===== src/rtl/eth_send_pkg.sv =====
// Shared definitions for the Ethernet send arbiter: FSM state encoding and
// helpers that size the staging window and the channel-select field.
package eth_send_pkg;

  localparam int STATE_W = 3;

  localparam logic [STATE_W-1:0] ST_IDLE  = 3'd0;
  localparam logic [STATE_W-1:0] ST_GRANT = 3'd1;
  localparam logic [STATE_W-1:0] ST_COPY  = 3'd2;
  localparam logic [STATE_W-1:0] ST_SEND  = 3'd3;
  localparam logic [STATE_W-1:0] ST_WAIT  = 3'd4;
  localparam logic [STATE_W-1:0] ST_DONE  = 3'd5;

  // Largest packet the W5500 TX staging window can hold.
  function automatic int max_len(input int addr_w);
    return 1 << addr_w;
  endfunction

  // Width of a channel index; never narrower than one bit.
  function automatic int sel_w(input int n_ch);
    return (n_ch > 1) ? $clog2(n_ch) : 1;
  endfunction

  localparam int DEF_ADDR_W  = 11;
  localparam int DEF_MAX_LEN = max_len(DEF_ADDR_W);

endpackage


===== src/rtl/rr_arbiter.sv =====
// N-way round-robin picker: the lowest requester at or above ptr wins,
// otherwise the lowest requester overall (wrap-around).
module rr_arbiter #(
  parameter int N     = 3,
  parameter int IDX_W = 2
) (
  input  logic [N-1:0]     req,
  input  logic [IDX_W-1:0] ptr,
  output logic             valid,
  output logic [IDX_W-1:0] idx
);

  // Masked priority search with an unmasked fallback.
  always_comb begin
    // NOTE: every output gets a default before the loops, so no path leaves idx unassigned and no latch is inferred.
    valid = |req;
    idx   = '0;
    for (int i = N - 1; i >= 0; i--) begin
      if (req[i]) idx = IDX_W'(i);
    end
    for (int i = N - 1; i >= 0; i--) begin
      if (req[i] && (i >= int'(ptr))) idx = IDX_W'(i);
    end
  end

endmodule


===== src/rtl/eth_send_arbiter.sv =====
// Multiplexes N_CH packet sources onto one W5500 TCP socket: picks a channel,
// copies its bytes into the TX staging buffer, issues the send command and
// waits for completion, acknowledging or dropping the packet.
module eth_send_arbiter
  import eth_send_pkg::*;
#(
  parameter int N_CH    = 3,
  parameter int LEN_W   = 16,
  parameter int ADDR_W  = 11,
  parameter int TMO_CYC = 5_000_000
) (
  input  logic                    i_clk_50m,
  input  logic                    i_rst_n,
  input  logic [N_CH-1:0]         i_ch_req,
  input  logic [N_CH*LEN_W-1:0]   i_ch_len,
  output logic [N_CH-1:0]         o_ch_ack,
  output logic [N_CH-1:0]         o_ch_drop,
  output logic                    o_rd_en,
  output logic [sel_w(N_CH)-1:0]  o_rd_sel,
  output logic [ADDR_W-1:0]       o_rd_addr,
  input  logic [N_CH*8-1:0]       i_rd_data,
  output logic                    o_send_data_req,
  output logic [7:0]              o_send_data,
  output logic [ADDR_W-1:0]       o_send_wraddr,
  output logic                    o_send_req,
  output logic [LEN_W-1:0]        o_send_num,
  input  logic                    i_send_sig,
  input  logic                    i_connect_state,
  output logic                    o_busy
);

  localparam int SEL_W = sel_w(N_CH);
  localparam int TMO_W = $clog2(TMO_CYC + 1);
  // LEN_W is assumed wider than ADDR_W so MAX_LEN itself is representable.
  localparam logic [LEN_W:0]   MAX_LEN  = (LEN_W + 1)'(max_len(ADDR_W));
  localparam logic [TMO_W-1:0] TMO_LAST = TMO_W'(TMO_CYC - 1);

  logic [STATE_W-1:0] state_q;
  logic [SEL_W-1:0]   ch_q;
  logic [SEL_W-1:0]   ptr_q;
  logic [LEN_W-1:0]   len_q;
  logic [LEN_W-1:0]   cnt_q;
  logic [TMO_W-1:0]   tmo_q;

  logic [N_CH-1:0]    rr_req;
  logic               rr_valid;
  logic [SEL_W-1:0]   rr_idx;
  logic               grant_valid;
  logic [SEL_W-1:0]   next_ptr;
  logic [N_CH-1:0]    ch_onehot;
  logic [LEN_W-1:0]   raw_len;
  logic [LEN_W-1:0]   clamp_len;

  // Channel 0 bypasses the rotation; the arbiter only sees channels 1..N_CH-1.
  assign rr_req      = {i_ch_req[N_CH-1:1], 1'b0};
  assign grant_valid = i_ch_req[0] | rr_valid;
  assign next_ptr    = (rr_idx == SEL_W'(N_CH - 1)) ? SEL_W'(1) : rr_idx + SEL_W'(1);

  rr_arbiter #(
    .N     (N_CH),
    .IDX_W (SEL_W)
  ) u_rr (
    .req   (rr_req),
    .ptr   (ptr_q),
    .valid (rr_valid),
    .idx   (rr_idx)
  );

  assign ch_onehot = N_CH'(1) << ch_q;
  assign raw_len   = i_ch_len[ch_q*LEN_W +: LEN_W];
  assign clamp_len = ({1'b0, raw_len} > MAX_LEN) ? MAX_LEN[LEN_W-1:0] : raw_len;

  assign o_rd_sel    = ch_q;
  assign o_busy      = (state_q != ST_IDLE);
  // Read data arrives one cycle after o_rd_en, exactly when the write strobe is up.
  assign o_send_data = o_send_data_req ? i_rd_data[ch_q*8 +: 8] : 8'h00;

  // Transfer sequencer: grant, copy, send command, wait for completion.
  always_ff @(posedge i_clk_50m or negedge i_rst_n) begin
    if (!i_rst_n) begin
      state_q         <= ST_IDLE;
      ch_q            <= '0;
      ptr_q           <= SEL_W'(1);
      len_q           <= '0;
      cnt_q           <= '0;
      tmo_q           <= '0;
      o_ch_ack        <= '0;
      o_ch_drop       <= '0;
      o_rd_en         <= 1'b0;
      o_rd_addr       <= '0;
      o_send_data_req <= 1'b0;
      o_send_wraddr   <= '0;
      o_send_req      <= 1'b0;
      o_send_num      <= '0;
    end else begin
      // NOTE: non-blocking assignments throughout, so every register samples pre-edge values and later lines can override defaults.
      o_ch_ack        <= '0;
      o_ch_drop       <= '0;
      o_send_req      <= 1'b0;
      o_send_data_req <= o_rd_en;
      o_send_wraddr   <= o_rd_addr;

      case (state_q)
        ST_IDLE: begin
          if (grant_valid) begin
            ch_q    <= i_ch_req[0] ? '0 : rr_idx;
            if (!i_ch_req[0]) ptr_q <= next_ptr;
            state_q <= ST_GRANT;
          end
        end

        ST_GRANT: begin
          if ((raw_len == '0) || !i_connect_state) begin
            o_ch_drop <= ch_onehot;
            state_q   <= ST_IDLE;
          end else begin
            len_q      <= clamp_len;
            o_send_num <= clamp_len;
            o_rd_en    <= 1'b1;
            o_rd_addr  <= '0;
            cnt_q      <= LEN_W'(1);
            state_q    <= ST_COPY;
          end
        end

        ST_COPY: begin
          if (!i_connect_state) begin
            o_ch_drop       <= ch_onehot;
            o_rd_en         <= 1'b0;
            o_send_data_req <= 1'b0;
            o_send_num      <= '0;
            state_q         <= ST_IDLE;
          end else if (cnt_q < len_q) begin
            o_rd_en   <= 1'b1;
            o_rd_addr <= cnt_q[ADDR_W-1:0];
            cnt_q     <= cnt_q + LEN_W'(1);
          end else begin
            o_rd_en <= 1'b0;
            state_q <= ST_SEND;
          end
        end

        ST_SEND: begin
          if (!i_connect_state) begin
            o_ch_drop       <= ch_onehot;
            o_send_data_req <= 1'b0;
            o_send_num      <= '0;
            state_q         <= ST_IDLE;
          end else begin
            o_send_req <= 1'b1;
            tmo_q      <= '0;
            state_q    <= ST_WAIT;
          end
        end

        ST_WAIT: begin
          if (!i_connect_state) begin
            o_ch_drop  <= ch_onehot;
            o_send_num <= '0;
            tmo_q      <= '0;
            state_q    <= ST_IDLE;
          end else if (i_send_sig) begin
            // Completion wins over a timeout landing in the same cycle.
            o_ch_ack <= ch_onehot;
            tmo_q    <= '0;
            state_q  <= ST_DONE;
          end else if (tmo_q == TMO_LAST) begin
            o_ch_drop  <= ch_onehot;
            o_send_num <= '0;
            tmo_q      <= '0;
            state_q    <= ST_IDLE;
          end else begin
            tmo_q <= tmo_q + TMO_W'(1);
          end
        end

        ST_DONE: begin
          o_send_num <= '0;
          state_q    <= ST_IDLE;
        end

        default: state_q <= ST_IDLE;
      endcase
    end
  end

endmodule


===== config.mk =====
export PLATFORM = sky130hd
export DESIGN_NAME = eth_send_arbiter
export DESIGN_NICKNAME = d
export VERILOG_FILES = /design/src/rtl/eth_send_pkg.sv /design/src/rtl/rr_arbiter.sv /design/src/rtl/eth_send_arbiter.sv
export SDC_FILE = /design/constraint.sdc
export NUM_CORES = 1
export LEC_CHECK = 0
export ABC_AREA = 0
export BUFFER_PORTS_ARGS = -buffer_cell sky130_fd_sc_hd__buf_2
export CAP_MARGIN = 20
export CORE_ASPECT_RATIO = 1.25
export CORE_MARGIN = 8
export CORE_UTILIZATION = 49
export CTS_CLUSTER_SIZE = 30
export DETAILED_ROUTE_END_ITERATION = 7
export GPL_ROUTABILITY_DRIVEN = 1
export PLACE_DENSITY = 0.8
export SLEW_MARGIN = 30
export SYNTH_ARGS = -nofsm -noshare
export SYNTH_HDL_FRONTEND = slang
export SYNTH_SLANG_ARGS = --single-unit

===== constraint.sdc =====
create_clock -name i_clk_50m -period 2.8 [get_ports i_clk_50m]
set_clock_uncertainty 0.2 [all_clocks]
set_input_delay 0.56 -clock i_clk_50m [delete_from_list [all_inputs] [get_ports i_clk_50m]]
set_output_delay 0.56 -clock i_clk_50m [all_outputs]
set_load 0.03 [all_outputs]

==> run metrics, run 1 <==
CP max-delay cell dfrtp_1; Initial Util 50.06%; Final GP Congestion 0.8691; Slew @ Worst Pin 0.7765 ns; die area 0.01557 sq mm; per-cell routed wire length 17.02 microns; Syn-to-layout area delta 23.24%; Mapped Cells 616; Clock Path Buffers 2; outcome completed; worst-path cell chain buf_4 > mux2i_1 > o2bb2ai_1 > nor4_1 > and3_1 > buf_4 > a21o_1 > a31o_2; detailed placer's ending HPWL 11.58 mm; critical path class flop to flop; Hold Vio Cnt, Final 0; Clock Latency Late Sink 0.35 ns; r2r worst-path depth 8; max frequency 0.3781 GHz; net count after synthesis 712; Crit path arrival time 2.73 ns; Die W 113.2 microns; port buffer count 136; share of post-route cells with drive strength above 1 29.52%; global-route wire length before repair 25.55 mm; Pwr Density 871.1 mW/mm^2; row cnt 44; drt drc 0; Pwr Total 6.214 mW; Fin Setup TNS 0 ns; Most used DFF post-synth dfrtp_1; Final min period 2.645 ns; Setup violations, final 0; initial antenna violation count 0; # Max-Cap Violations 0; Buf/Inv on CP 2; DRT Pass-1 Iters 6; CTS tree yes; antenna fix cells 0; Clock power frac 20.0%; pin count of the biggest net entering global routing 46; Fillers 934; CP top delay family simple AND/OR/NAND/NOR gates; Iteration-0 DRC Markers 383; top cell type's share of synthesized area 46.69%; Rel. slew slack 47.53%; Clock transition at path regs 0.07 ns; NumNets Final 860; Req. time, crit path 2.89 ns; H-Tree Depth 3; Setup crit start kind flop; Top Ports 137; ys async rst share 100.0%; Comb pwr share 45.3%; part of the Yosys area used for sequential elements 47.15%; Max stage delay on crit path 0.42 ns; CTS buffer count 9; area taken by multi-input logic gates 0.002823 sq mm; Stages on worst setup path 8; Core Area 0.01156 sq mm; CTS root buf clkbuf_16; Synth Register Bits 109; commonest non-fill, non-tap cell in the layout buf_2; die height 137.5 microns; Overflow after GRT 0; RSZ-0062 raised after global routing no; total net switching power 2.623 mW; most frequent cells in the layout buf_2 (135), dfrtp_1 (108), nand2_1 (72), o21ai_0 (72), nor2_1 (43); final WL 15.44 mm; post-synth top area cell dfrtp_1; Setup crit end kind flop; worst-path fanout max 9; Unique masters post-synth 64; Post-synth EDFFs 0; final period utilization 94.47%; vias per cell 5.755; ranking of synthesized cells by area dfrtp_1 (47%), o21ai_0 (6.2%), nand2_1 (4.7%); internal power 3.591 mW; Max VDD drop 0.3793 mV; vias 5,220; Pins Over Slew Limit 0; Sw Ratio 42.21%; Post-DRT Antenna Nets 0; CTS Sinks 109; global-route usage over all layers 20.16%; HP Class input pin to async pin; FF/Latch Area 0.002729 sq mm; Yosys warning total 0; Mean Syn Cell Area 9.396 sq um; leakage power 3.345 nW; Flop pwr share 34.6%; Mapped Area 0.005788 sq mm; cell mode on critical path buf_4; vias in the first global route 5,259
## power by group through the flow
stage / clock network (mW) / logic [mW] / registers (mW)
final: 1.24 / 2.82 / 2.15
after global routing: 1.32 / 3.08 / 2.19
after CTS: 1.26 / 2.78 / 2.14
after detailed placement: 0 / 2.77 / 2.17
after global placement: 0 / 2.65 / 2.16
after floorplan: 0 / 1.60 / 2.36
## layout make-up
type | instances | share of cell area [%]
multi-input combinational | 446 | 39.57
sequential | 109 | 38.26
timing repair buffer | 172 | 14.24
clock buffer | 11 | 3.543
tap | 138 | 2.421
inverter | 26 | 1.368
clock inverter | 5 | 0.5964
## routing by layer
metal | vias up | GRT usage [%] | part of all wire [%]
met5 | - | 0 | 0
met4 | 0 | 7.493 | 2.2
met3 | 31 | 3.684 | 4.6
met2 | 162 | 36.32 | 53
met1 | 2546 | 23.44 | 40
li1 | 2481 | - | -
## metrics by stage
| step | setup WS [ns] | cells | instance area, sq um | utilization [%] | hold slack (ns) |
|---|---|---|---|---|---|
| after floorplan | 0.1561 | 616 | 5788 | - | 0.06441 |
| after global routing | 0.02882 | 907 | 7133 | 61.70 | 0.04686 |
| after global placement | 0.1207 | 888 | 6795 | 58.78 | 0.1788 |
| after detailed placement | 0.07070 | 888 | 6795 | 58.78 | 0.1844 |
| after CTS | 0.05484 | 904 | 7091 | 61.33 | 0.02265 |
| final | 0.1549 | 907 | 7133 | 61.70 | 0.005384 |
## Yosys cell counts, types with 2 or more instances
| cell | count |
|---|---|
| a31o_2 | 6 |
| xor2_1 | 2 |
| clkbuf_1 | 21 |
| or4_1 | 3 |
| a21oi_1 | 13 |
| xnor2_1 | 11 |
| buf_4 | 2 |
| o31ai_1 | 8 |
| nand4_1 | 10 |
| dfrtp_1 | 108 |
| a22oi_1 | 2 |
| mux2i_1 | 21 |
| nand4b_1 | 2 |
| o21ai_2 | 6 |
| or3_1 | 7 |
| nand3_2 | 11 |
| and2_1 | 12 |
| o21a_1 | 3 |
| o41ai_1 | 3 |
| buf_2 | 10 |
| o21ai_0 | 72 |
| nor3_1 | 13 |
| nor3b_1 | 3 |
| a2111oi_2 | 2 |
| nor2b_1 | 7 |
| nor2_1 | 43 |
| o31a_1 | 2 |
| o2bb2ai_1 | 11 |
| or2_2 | 2 |
| ha_1 | 17 |
| nand2_1 | 72 |
| and3_1 | 4 |
| inv_1 | 26 |
| nand3_1 | 42 |
| nor4_1 | 7 |
| nand2b_1 | 4 |
## registers in the layout (all words and copies together) (netlist names), 2 cells and up
name and flops:
cnt_q 16, len_q 16, o_ch_ack 3, o_ch_drop 3, o_rd_addr 11, o_rd_sel 2
o_send_num 16, o_send_wraddr 11, ptr_q 2, state_q 3, tmo_q 23
## cell families after synthesis
logic type	Yosys count	share of synthesized area (%)
flip-flops	109	47.15
AO/OA/AOI/OAI	143	16.41
adder cells (fa/ha/maj)	17	3.675
XOR/XNOR	13	1.967
multiplexers	21	3.632
buffers and inverters	61	4.496
AND/OR/NAND/NOR	252	22.68
## timing repair
item	4_1_cts	5_1_grt
gates resized for setup	0	3
buffers inserted	0	3
hold buffers	0	0
setup endpoints to repair	0	38
## path summary, 6_finish.rpt
check / start / endpoint / slack (ns)
max reg2reg: o_rd_sel[1]$_DFFE_PN0P_ / cnt_q[3]$_DFFE_PN0P_ / 0.15
min: i_rst_n / o_send_num[3]$_DFFE_PN0P_ / 0.005
min reg2reg: o_rd_addr[0]$_DFFE_PN0P_ / o_send_wraddr[0]$_DFF_PN0_ / 0.19
max in group asynchronous: i_rst_n / o_rd_en$_DFFE_PN0P_ / 1.67
min in group i_clk_50m: o_rd_addr[0]$_DFFE_PN0P_ / o_send_wraddr[0]$_DFF_PN0_ / 0.19
max: o_rd_sel[1]$_DFFE_PN0P_ / cnt_q[3]$_DFFE_PN0P_ / 0.15
Note: power is estimated with default switching activity, not from simulation.
==> inputs of run 2 (changes only) <==
--- a/config.mk
+++ b/config.mk
@@ -13,2 +13,3 @@
 export CORE_UTILIZATION = 49
+export CTS_CLUSTER_DIAMETER = 150
 export CTS_CLUSTER_SIZE = 30
==> constraint.sdc (replaced) <==
create_clock -name i_clk_50m -period 2.8 [get_ports i_clk_50m]
set_clock_uncertainty 0.2 [all_clocks]
set_input_delay 0.28 -clock i_clk_50m [delete_from_list [all_inputs] [get_ports i_clk_50m]]
set_output_delay 0.28 -clock i_clk_50m [all_outputs]
set_load 0.03 [all_outputs]
==> run metrics, run 2 (same netlist as run 1, synthesis figures left out) <==
leakage power 3.327 nW; Clock Latency Late Sink 0.35 ns; commonest non-fill, non-tap cell in the layout buf_2; final period utilization 94.94%; H-Tree Depth 3; Initial Util 50.06%; vias in the first global route 5,195; total net switching power 2.630 mW; drt drc 0; Clock power frac 21.4%; dpl cells 887; Hold Vio Cnt, Final 0; Buf/Inv on CP 0; CTS tree yes; DRT Pass-1 Iters 6; port buffer count 136; row cnt 44; final WL 15.73 mm; Top Ports 137; internal power 3.581 mW; Pins Over Slew Limit 0; Core Area 0.01156 sq mm; HP Class input pin to flop; Syn-to-layout area delta 23.02%; Largest Register tmo_q; share of post-route cells with drive strength above 1 29.30%; Flop pwr share 34.5%; CTS root buf clkbuf_16; Post-CTS Setup Inserts 0; Iteration-0 DRC Markers 361; Setup crit end kind flop; die height 137.5 microns; Clock transition at path regs 0.07 ns; R2R Path Start tmo_q[1]$_DFFE_PN0P_; critical path class flop to flop; Worst Hold Path EP o_ch_ack[1]$_DFF_PN0_; most frequent cells in the layout buf_2 (135), dfrtp_1 (107), nand2_1 (72), o21ai_0 (72), nor2_1 (43); RSZ-0062 raised after global routing no; min-delay src i_send_sig; flop-to-flop setup slack 0.14 ns; Fillers 959; Slew @ Worst Pin 0.6094 ns; cell mode on critical path nand3_1; worst-path fanout max 5; die area 0.01557 sq mm; Max stage delay on crit path 0.60 ns; vias per cell 5.832; Final min period 2.658 ns; CP max-delay cell or4b_4; global-route wire length before repair 25.40 mm; # Max-Cap Violations 0; CTS buffer count 9; antenna fix cells 0; worst-path cell chain ha_4 > nand2_1 > or4_4 > or4b_4 > nand3_1 > nand3_1 > a221o_1; Pwr Total 6.211 mW; global-route usage over all layers 20.15%; initial antenna violation count 0; reg2reg end o_send_num[11]$_DFFE_PN0P_; CP top delay family simple AND/OR/NAND/NOR gates; Overflow after GRT 0; Fin Setup TNS 0 ns; r2r worst-path depth 7; Setup violations, final 0; Rel. slew slack 59.00%; max frequency 0.3762 GHz; worst hold stages 2; Final GP Congestion 0.8581; fin cells 906; Crit path arrival time 2.69 ns; per-cell routed wire length 17.36 microns; detailed placer's ending HPWL 11.82 mm; Post-DRT Antenna Nets 0; Pwr Density 872.3 mW/mm^2; NumNets Final 859; Largest register FFs 23; Sw Ratio 42.34%; outcome completed; Setup crit start kind flop; Clock Path Buffers 2; CTS Sinks 109; pin count of the biggest net entering global routing 46; Max VDD drop 0.3078 mV; Die W 113.2 microns; vias 5,284; Comb pwr share 44.1%; Req. time, crit path 2.83 ns
[run 2: how the worst max path moves through the flow]
stage / cells after the start / to / slack (ns) / startpoint
detailed placement: 7 / o_send_num[8]$_DFFE_PN0P_ / 0.07 / tmo_q[0]$_DFFE_PN0P_
finish: 7 / o_send_num[11]$_DFFE_PN0P_ / 0.14 / tmo_q[1]$_DFFE_PN0P_
global route: 8 / cnt_q[4]$_DFFE_PN0P_ / 0.02 / cnt_q[9]$_DFFE_PN0P_
CTS: 7 / o_send_num[8]$_DFFE_PN0P_ / 0.05 / tmo_q[0]$_DFFE_PN0P_
floorplan: 10 / len_q[4]$_DFFE_PN0P_ / 0.16 / o_rd_sel[0]$_DFFE_PN0P_
global placement: 7 / o_send_num[7]$_DFFE_PN0P_ / 0.13 / tmo_q[0]$_DFFE_PN0P_
[run 2: layout make-up]
type / count / area [sq um] / share of cell area [%]
clock inverters: 7 / 93.84 / 1.318
well taps: 138 / 172.7 / 2.425
repair buffers: 170 / 968.4 / 13.60
flip-flops and latches: 109 / 2730 / 38.34
inverters: 26 / 97.59 / 1.371
clock buffers: 9 / 225.2 / 3.163
multi-input cells: 447 / 2833 / 39.78
[run 2: timing repair]
item	CTS	global route
endpoints found under the setup margin	0	20
hold buffers	2	0
hold endpoints to repair	44	0
resized for setup	0	4
[run 2: power groups by stage]
stage	Sequential (mW)	Combinational, mW	Clock (mW)
floorplan	2.36	1.60	0
global placement	2.14	2.60	0
CTS	2.13	2.72	1.35
global route	2.18	3.00	1.42
finish	2.14	2.74	1.33
detailed placement	2.16	2.70	0
[run 2: per-stage QoR]
step                      utilization, %  setup slack [ns]  hold WS [ns]  instance area [sq um]
after floorplan                        -            0.1561       -0.2156                   5788
after global placement             58.39            0.1348        0.1062                   6750
after detailed placement           58.39           0.06644        0.1147                   6750
after CTS                          61.32           0.05429       0.01200                   7089
after global routing               61.59           0.01585       0.02507                   7121
final                              61.59            0.1416       0.01835                   7121
[run 2: metal layers]
metal | up-vias | share of wire (%) | global-route usage (%) | routed length, microns
li1 | 2486 | - | - | -
met4 | 0 | 2.4 | 7.641 | 383
met5 | - | 0 | 0 | 0
met1 | 2595 | 39 | 22.63 | 6100
met2 | 170 | 53 | 36.85 | 8377
met3 | 33 | 5.5 | 4.123 | 865
